File: src/rtl/mem_arbiter.sv
// Round-robin arbiter/sequencer sharing one single-port memory between the core port and the
// loader port. One transaction at a time, stretched over LAT memory cycles, ready pulsed once.
module mem_arbiter #(
    parameter int unsigned W   = 32,
    parameter int unsigned AW  = 32,
    parameter int unsigned LAT = 1
) (
    input  logic          clk,
    input  logic          reset,

    input  logic          cpu_req,
    input  logic          cpu_we,
    input  logic [AW-1:0] cpu_addr,
    input  logic [W-1:0]  cpu_wd,
    output logic          cpu_ready,

    input  logic          ldr_req,
    input  logic          ldr_we,
    input  logic [AW-1:0] ldr_addr,
    input  logic [W-1:0]  ldr_wd,
    output logic          ldr_ready,

    output logic [W-1:0]  rdata,
    output logic          gnt_cpu,
    output logic          gnt_ldr,
    output logic          busy,

    output logic          mem_we,
    output logic [AW-1:0] mem_addr,
    output logic [W-1:0]  mem_wd,
    input  logic [W-1:0]  mem_rd
);

    localparam int unsigned   CW      = (LAT > 1) ? $clog2(LAT) : 1;
    localparam logic [CW-1:0] CntInit = CW'(LAT - 1);

    typedef enum logic [1:0] {StIdle, StAccess, StDone} state_e;

    state_e        state_q, state_d;
    logic [CW-1:0] cnt_q, cnt_d;
    logic          last_ldr_q, last_ldr_d;
    logic          gnt_cpu_q, gnt_cpu_d;
    logic          gnt_ldr_q, gnt_ldr_d;
    logic [W-1:0]  rdata_q, rdata_d;

    logic          pick_ldr;
    logic          sel_we;
    logic [AW-1:0] sel_addr;
    logic [W-1:0]  sel_wd;

    // On a tie the port that did not win last time gets the memory.
    assign pick_ldr = ldr_req && (!cpu_req || !last_ldr_q);

    assign sel_we   = gnt_ldr_q ? ldr_we   : cpu_we;
    assign sel_addr = gnt_ldr_q ? ldr_addr : cpu_addr;
    assign sel_wd   = gnt_ldr_q ? ldr_wd   : cpu_wd;

    always_ff @(posedge clk) begin
        if (reset) begin
            state_q <= StIdle;
        end else begin
            state_q <= state_d;
        end
    end

    always_comb begin
        state_d = state_q;
        unique case (state_q)
            StIdle: begin
                if (cpu_req || ldr_req) begin
                    state_d = StAccess;
                end
            end
            StAccess: begin
                if (cnt_q == '0) begin
                    state_d = StDone;
                end
            end
            StDone: begin
                state_d = StIdle;
            end
            default: begin
                state_d = StIdle;
            end
        endcase
    end

    always_comb begin
        cnt_d      = cnt_q;
        last_ldr_d = last_ldr_q;
        gnt_cpu_d  = gnt_cpu_q;
        gnt_ldr_d  = gnt_ldr_q;
        rdata_d    = rdata_q;
        unique case (state_q)
            StIdle: begin
                if (cpu_req || ldr_req) begin
                    gnt_ldr_d = pick_ldr;
                    gnt_cpu_d = !pick_ldr;
                    cnt_d     = CntInit;
                end
            end
            StAccess: begin
                if (cnt_q != '0) begin
                    cnt_d = cnt_q - CW'(1);
                end else begin
                    if (!sel_we) begin
                        rdata_d = mem_rd;
                    end
                    last_ldr_d = gnt_ldr_q;
                end
            end
            StDone: begin
                gnt_cpu_d = 1'b0;
                gnt_ldr_d = 1'b0;
            end
            default: begin
                gnt_cpu_d = 1'b0;
                gnt_ldr_d = 1'b0;
            end
        endcase
    end

    always_ff @(posedge clk) begin
        if (reset) begin
            cnt_q      <= '0;
            last_ldr_q <= 1'b1;
            gnt_cpu_q  <= 1'b0;
            gnt_ldr_q  <= 1'b0;
            rdata_q    <= '0;
        end else begin
            cnt_q      <= cnt_d;
            last_ldr_q <= last_ldr_d;
            gnt_cpu_q  <= gnt_cpu_d;
            gnt_ldr_q  <= gnt_ldr_d;
            rdata_q    <= rdata_d;
        end
    end

    // The counter starts at LAT-1, so the first ACCESS cycle is the one still holding CntInit.
    always_comb begin
        busy      = (state_q != StIdle);
        cpu_ready = (state_q == StDone) && gnt_cpu_q;
        ldr_ready = (state_q == StDone) && gnt_ldr_q;
        gnt_cpu   = gnt_cpu_q;
        gnt_ldr   = gnt_ldr_q;
        rdata     = rdata_q;
        mem_we    = 1'b0;
        mem_addr  = '0;
        mem_wd    = '0;
        if (state_q == StAccess) begin
            mem_we   = sel_we && (cnt_q == CntInit);
            mem_addr = sel_addr;
            mem_wd   = sel_wd;
        end
    end

    a_gnt_onehot: assert property (@(posedge clk) disable iff (reset)
        !(gnt_cpu_q && gnt_ldr_q));

    a_we_in_access: assert property (@(posedge clk) disable iff (reset)
        mem_we |-> (state_q == StAccess));

endmodule

File: config.mk
export PLATFORM = sky130hd
export DESIGN_NAME = mem_arbiter
export DESIGN_NICKNAME = d
export VERILOG_FILES = /design/src/rtl/mem_arbiter.sv
export SDC_FILE = /design/constraint.sdc
export NUM_CORES = 1
export LEC_CHECK = 0
export CORE_MARGIN = 2
export CORE_UTILIZATION = 27
export CTS_CLUSTER_DIAMETER = 60
export CTS_CLUSTER_SIZE = 25
export DETAILED_ROUTE_END_ITERATION = 8
export PLACE_DENSITY = 0.78
export REMOVE_ABC_BUFFERS = 1
export SYNTH_ARGS = -nofsm -noshare
export SYNTH_HDL_FRONTEND = slang
export SYNTH_SLANG_ARGS = --single-unit
File: constraint.sdc
create_clock -name clk -period 1.49 [get_ports clk]
set_clock_uncertainty 0.15 [all_clocks]
set_input_delay 0.2235 -clock clk [delete_from_list [all_inputs] [get_ports clk]]
set_output_delay 0.2235 -clock clk [all_outputs]
set_load 0.005 [all_outputs]
* Yosys cells after proc, flatten, opt, wreduce, memory -nomap -nowiden
Cells that the tools add are included.
Word-level totals: output and inout port bits 102, logic and storage cells 47, register bits after elaboration 38
Operators by class: $add $sub $neg 1, bitwise gates (word level) 3, reductions and logical operators 17, equality and inequality tests 4, multiplexer cells 16
Operator list (count):
- two-way mux 32 bit | 4
- AND reduction 2 bit | 4
- two-way mux 1 bit | 6
- one-hot mux 1 bit (2 select lines) | 3
- logical AND 1 bit | 4
- two-way mux 2 bit | 2
- inequality test 2 bit, second input constant | 2
- one-hot mux 2 bit (2 select lines) | 1
- nonzero test 2 bit | 2
- zero test 1 bit | 3
- inverter 1 bit | 3
- AND reduction 3 bit | 1
- == test 2 x 1 -> 1 bit, second input constant | 1
- == test 2 bit, second input constant | 1
- zero test 2 bit | 1
- logical OR 1 bit | 2
- subtractor 1 bit, second input constant | 1

* Longest topological paths before layout
depth after elaboration 6, depth in mapped cells 6

* Worst setup path before layout
No wires, ideal clock.
path type reg-to-output, start register gnt_ldr_q, in the netlist gnt_ldr, end output mem_addr[0], slack -40 ps, data required time 1117 ps, data arrival time 1156 ps, cell stages (with the launch flop) 6, path buffers 3, cells stage by stage dfxtp_1 > buf_2 > buf_4 > buf_2 > mux2i_1 > nor2_1
Between the ends: cells in the longest elaborated chain, start to end 2
RTL lines:
- start, declared | RTL line 43 | logic gnt_ldr_q, gnt_ldr_d;
- start signal, assigned | RTL line 134 | gnt_ldr_q <= gnt_ldr_d;
- two-way mux 32 bit | RTL line 55 | assign sel_addr = gnt_ldr_q ? ldr_addr : cpu_addr;
- two-way mux 32 bit | RTL line 150 | if (state_q == StAccess) begin
- end, declared | RTL line 29 | output logic [AW-1:0] mem_addr,
Every way passes these cells.

* Worst setup path in the final report
start register gnt_ldr_q, in the netlist gnt_ldr, end output mem_we
Between the ends: cells in the longest elaborated chain, start to end 3
RTL lines:
- two-way mux 1 bit | RTL line 54 | assign sel_we = gnt_ldr_q ? ldr_we : cpu_we;
- logical AND 1 bit | RTL line 151 | mem_we = sel_we && (cnt_q == CntInit);
- two-way mux 1 bit | RTL line 150
- end, declared | RTL line 28 | output logic mem_we,
Every way passes these cells.

==> flow_summary.yaml <==
pwr:
  combPwrFrac: 0.454
  p_per_area_nw_per_um2: 583
  leakagePower_nw: 2.59
  seqPwrFrac: 0.306
  irDropWorstVdd_mv: 0.589
  p_sw_frac: 0.273
  power_frac_clock: 0.240
  report.power.total_mw: 3.51
  p_sw_mw: 0.957
  p_int_mw: 2.55
synthesis:
  yosys_warnings: 0
  yosys_register_bits: 37
  synth_area_um2: 2650
  synth_cell_type_count: 20
  synthAdderAreaFrac: 0
  yosys.area_share.xor_xnor: 0
  synthMuxAreaShare: 0.366
  synth_top_family_by_area: "multiplexers"
  synth-simple-area-share: 0.275
  synth_compound_area_frac: 0.00992
  syn_inst: 310
  yosysSeqAreaShare: 0.280
  synth_area_per_cell_um2: 8.55
route:
  vias_per_cell: 4.46
  drt-pass1-iter-count: 4
  drt-wirelength-per-cell_um: 17.2
  drt_wl_total_um: 12800
  drc_errors: 0
  drt_iter0_drc: 66
  ant_nets: 0
  route.vias.total: 3320
worst_setup_path:
  rr_startpoint: "gnt_ldr$_SDFFE_PP0P_"
  cp_max_fo: 5
  slowest_stage: "dfxtp_4"
  critical_path.cell_chain: "buf_8 -> buf_12 -> buf_8 -> mux2i_4 -> buf_6 -> nor2_2 -> buf_2"
  critPathMaxStageDelay_ns: 0.36
  required_ns: 1.12
  worstPathArrival_ns: 1.49
  endpoint_kind: "output pin"
  cp_common_cell: "buf_8"
  reg2regPathDepth: 8
  worstSetupStartpoint: "gnt_ldr$_SDFFE_PP0P_"
  rrSetupSlack_ns: -0.34
  crit_type: "flop to output pin"
  crit_path_start_kind: "flop"
global_routing:
  grt-ovfl-total: 0
  grtUsageTotal: 0.214
  grt_max_degree: 54
  grt_pass1_vias: 3276
  antenna_found_initial: 1
  grt_pass1_wl_um: 17400
clocking:
  clk_pin_slew_worst_paths_ns: 0.08
  clk_path_buf_depth: 2
  htree_num_levels: 2
  numCtsBuffers: 5
  cts_sinks: 37
  cts_root_buf: "clkbuf_8"
  clock_latency_ns: 0.28
  cts_tree: "done"
cells_and_area:
  regArea_um2: 752
  fill_cells: 849
  antennaDiodeCount: 0
  drive_above_1_share: 0.260
  nets: 776
  syn_to_final_growth_pct: 127
  multiInputGateArea_um2: 1880
timing:
  timing.final.crit_share: 1.25
  timing.fmax_ghz: 0.538
  worst_slack_ns: -0.369
  tightest_slew_ns: 0.166
  hold_viol: 0
  rsz0062_at_grt: "yes"
  fin_setup_tns_ns: -25.98
  setup_viol_count_final: 99
  period_needed_ns: 1.86
  relSlewSlack: 0.886
  report.final.slew_viol_count: 0
placement:
  port_buffers: 267
  pre_cts_ws_ns: -0.325
  gp_congestion: 0.911
  dp_hpwl_um: 9180
die:
  die_area_um2: 10600
  fp.dieW_um: 103
  io_pins: 268
  coreArea_um2: 9640
  row_count: 36
  initial_utilization: 0.275
  dieHeight_um: 103
flow_run:
  cap_violations: 0
min_path:
  hold_start: "rdata[19]$_SDFFE_PP0P_"
  hold_depth: 2
  min_path_type: "flop to flop"
run_status:
  violations: "setup timing"
  outcome: "finished, violations left"
[flip-flops by register name, indices dropped and copies added (netlist names)]
name,cells
rdata,32
gnt_ldr,1
last_ldr_q,1
state_q,2
gnt_cpu,1
[cell usage after synthesis]
master / count / share of area
nor3_1: 2 / 0.0038
inv_1: 2 / 0.0028
a211o_1: 1 / 0.0033
nor2_1: 68 / 0.096
mux2i_1: 97 / 0.37
and3_1: 2 / 0.0047
a2bb2oi_1: 1 / 0.0033
nand2b_1: 67 / 0.16
buf_12: 3 / 0.023
a32oi_1: 1 / 0.0033
buf_2: 12 / 0.023
nand2_1: 1 / 0.0014
dfxtp_1: 37 / 0.28
or2_1: 1 / 0.0024
nor4_1: 1 / 0.0024
nor2b_1: 1 / 0.0024
clkbuf_1: 10 / 0.014
buf_4: 1 / 0.0028
buf_6: 1 / 0.0042
nor2b_2: 1 / 0.0033
[placed cells by master, fill, tap and decap left out, drive strengths merged]
cell type,instances
clkbuf,23
nand2b,67
mux2i,97
a211o,1
dlygate4sd2,33
inv,2
or2,1
nor2,68
a32oi,1
nor3,2
dfxtp,37
nand2,1
buf,106
nor2b,2
nor4,1
a2bb2oi,1
clkdlybuf4s50,165
and3,2
clkinvlp,1
[critical path, delay by kind of cell (launching register included)]
family                 cells  cell delay [ns]
DFF                        1             0.36
buffers and inverters      5             0.60
muxes                      1             0.18
and+or+nand+nor            1             0.06
[final timing paths]
check / to
hold / removal: rdata[19]$_SDFFE_PP0P_
setup / recovery: mem_we
setup reg to reg: rdata[1]$_SDFFE_PP0P_
hold reg to reg: rdata[19]$_SDFFE_PP0P_
[power by group through the flow]
stage               logic [mW]  registers [mW]  clock network (mW)
floorplan                0.415            1.14                   0
global placement          1.37            1.09                   0
detailed placement        1.38            1.10                   0
CTS                       1.52            1.07               0.871
global route              1.69            1.08               0.909
finish                    1.59            1.07               0.840
[per-layer routing]
| metal | share of wire | GRT usage | wire (um) |
|---|---|---|---|
| met1 | 0.38 | 0.247 | 4920 |
| met2 | 0.51 | 0.390 | 6580 |
| met3 | 0.082 | 0.0502 | 1050 |
| met4 | 0.019 | 0.0648 | 244 |
| met5 | 0.00094 | 0 | 12 |
[layout make-up]
class,instances,area share
multi-input cells,244,0.312
inverters,2,0.00166
repair buffers,320,0.514
clock buffers,7,0.0179
flip-flops and latches,37,0.125
well taps,133,0.0277
clock inverters,1,0.00125
[stage by stage]
step	area, um2	cells	utilization	hold slack (ns)
2_1_floorplan	2470	283	-	0.146
3_3_place_gp	5530	700	0.573	0.306
3_5_place_dp	5530	700	0.573	0.310
4_1_cts	5880	735	0.610	0.320
5_1_grt	6020	744	0.624	0.342
6_report	6020	744	0.624	0.319
[kinds of logic after synthesis]
group | count (synthesis)
DFF | 37
AOI/OAI and AO/OA | 3
and+or+nand+nor | 144
muxes | 97
buffers and inverters | 29
[repair_timing]
| action | CTS | global route |
|---|---|---|
| buffers inserted | 20 | 11 |
| resized for setup | 315 | 63 |
| endpoints found under the setup margin | 134 | 102 |
| pin swaps | 5 | 19 |
| hold buffers | 0 | 0 |
| gates cloned | 7 | 3 |
Note: power is estimated with default switching activity, not from simulation.
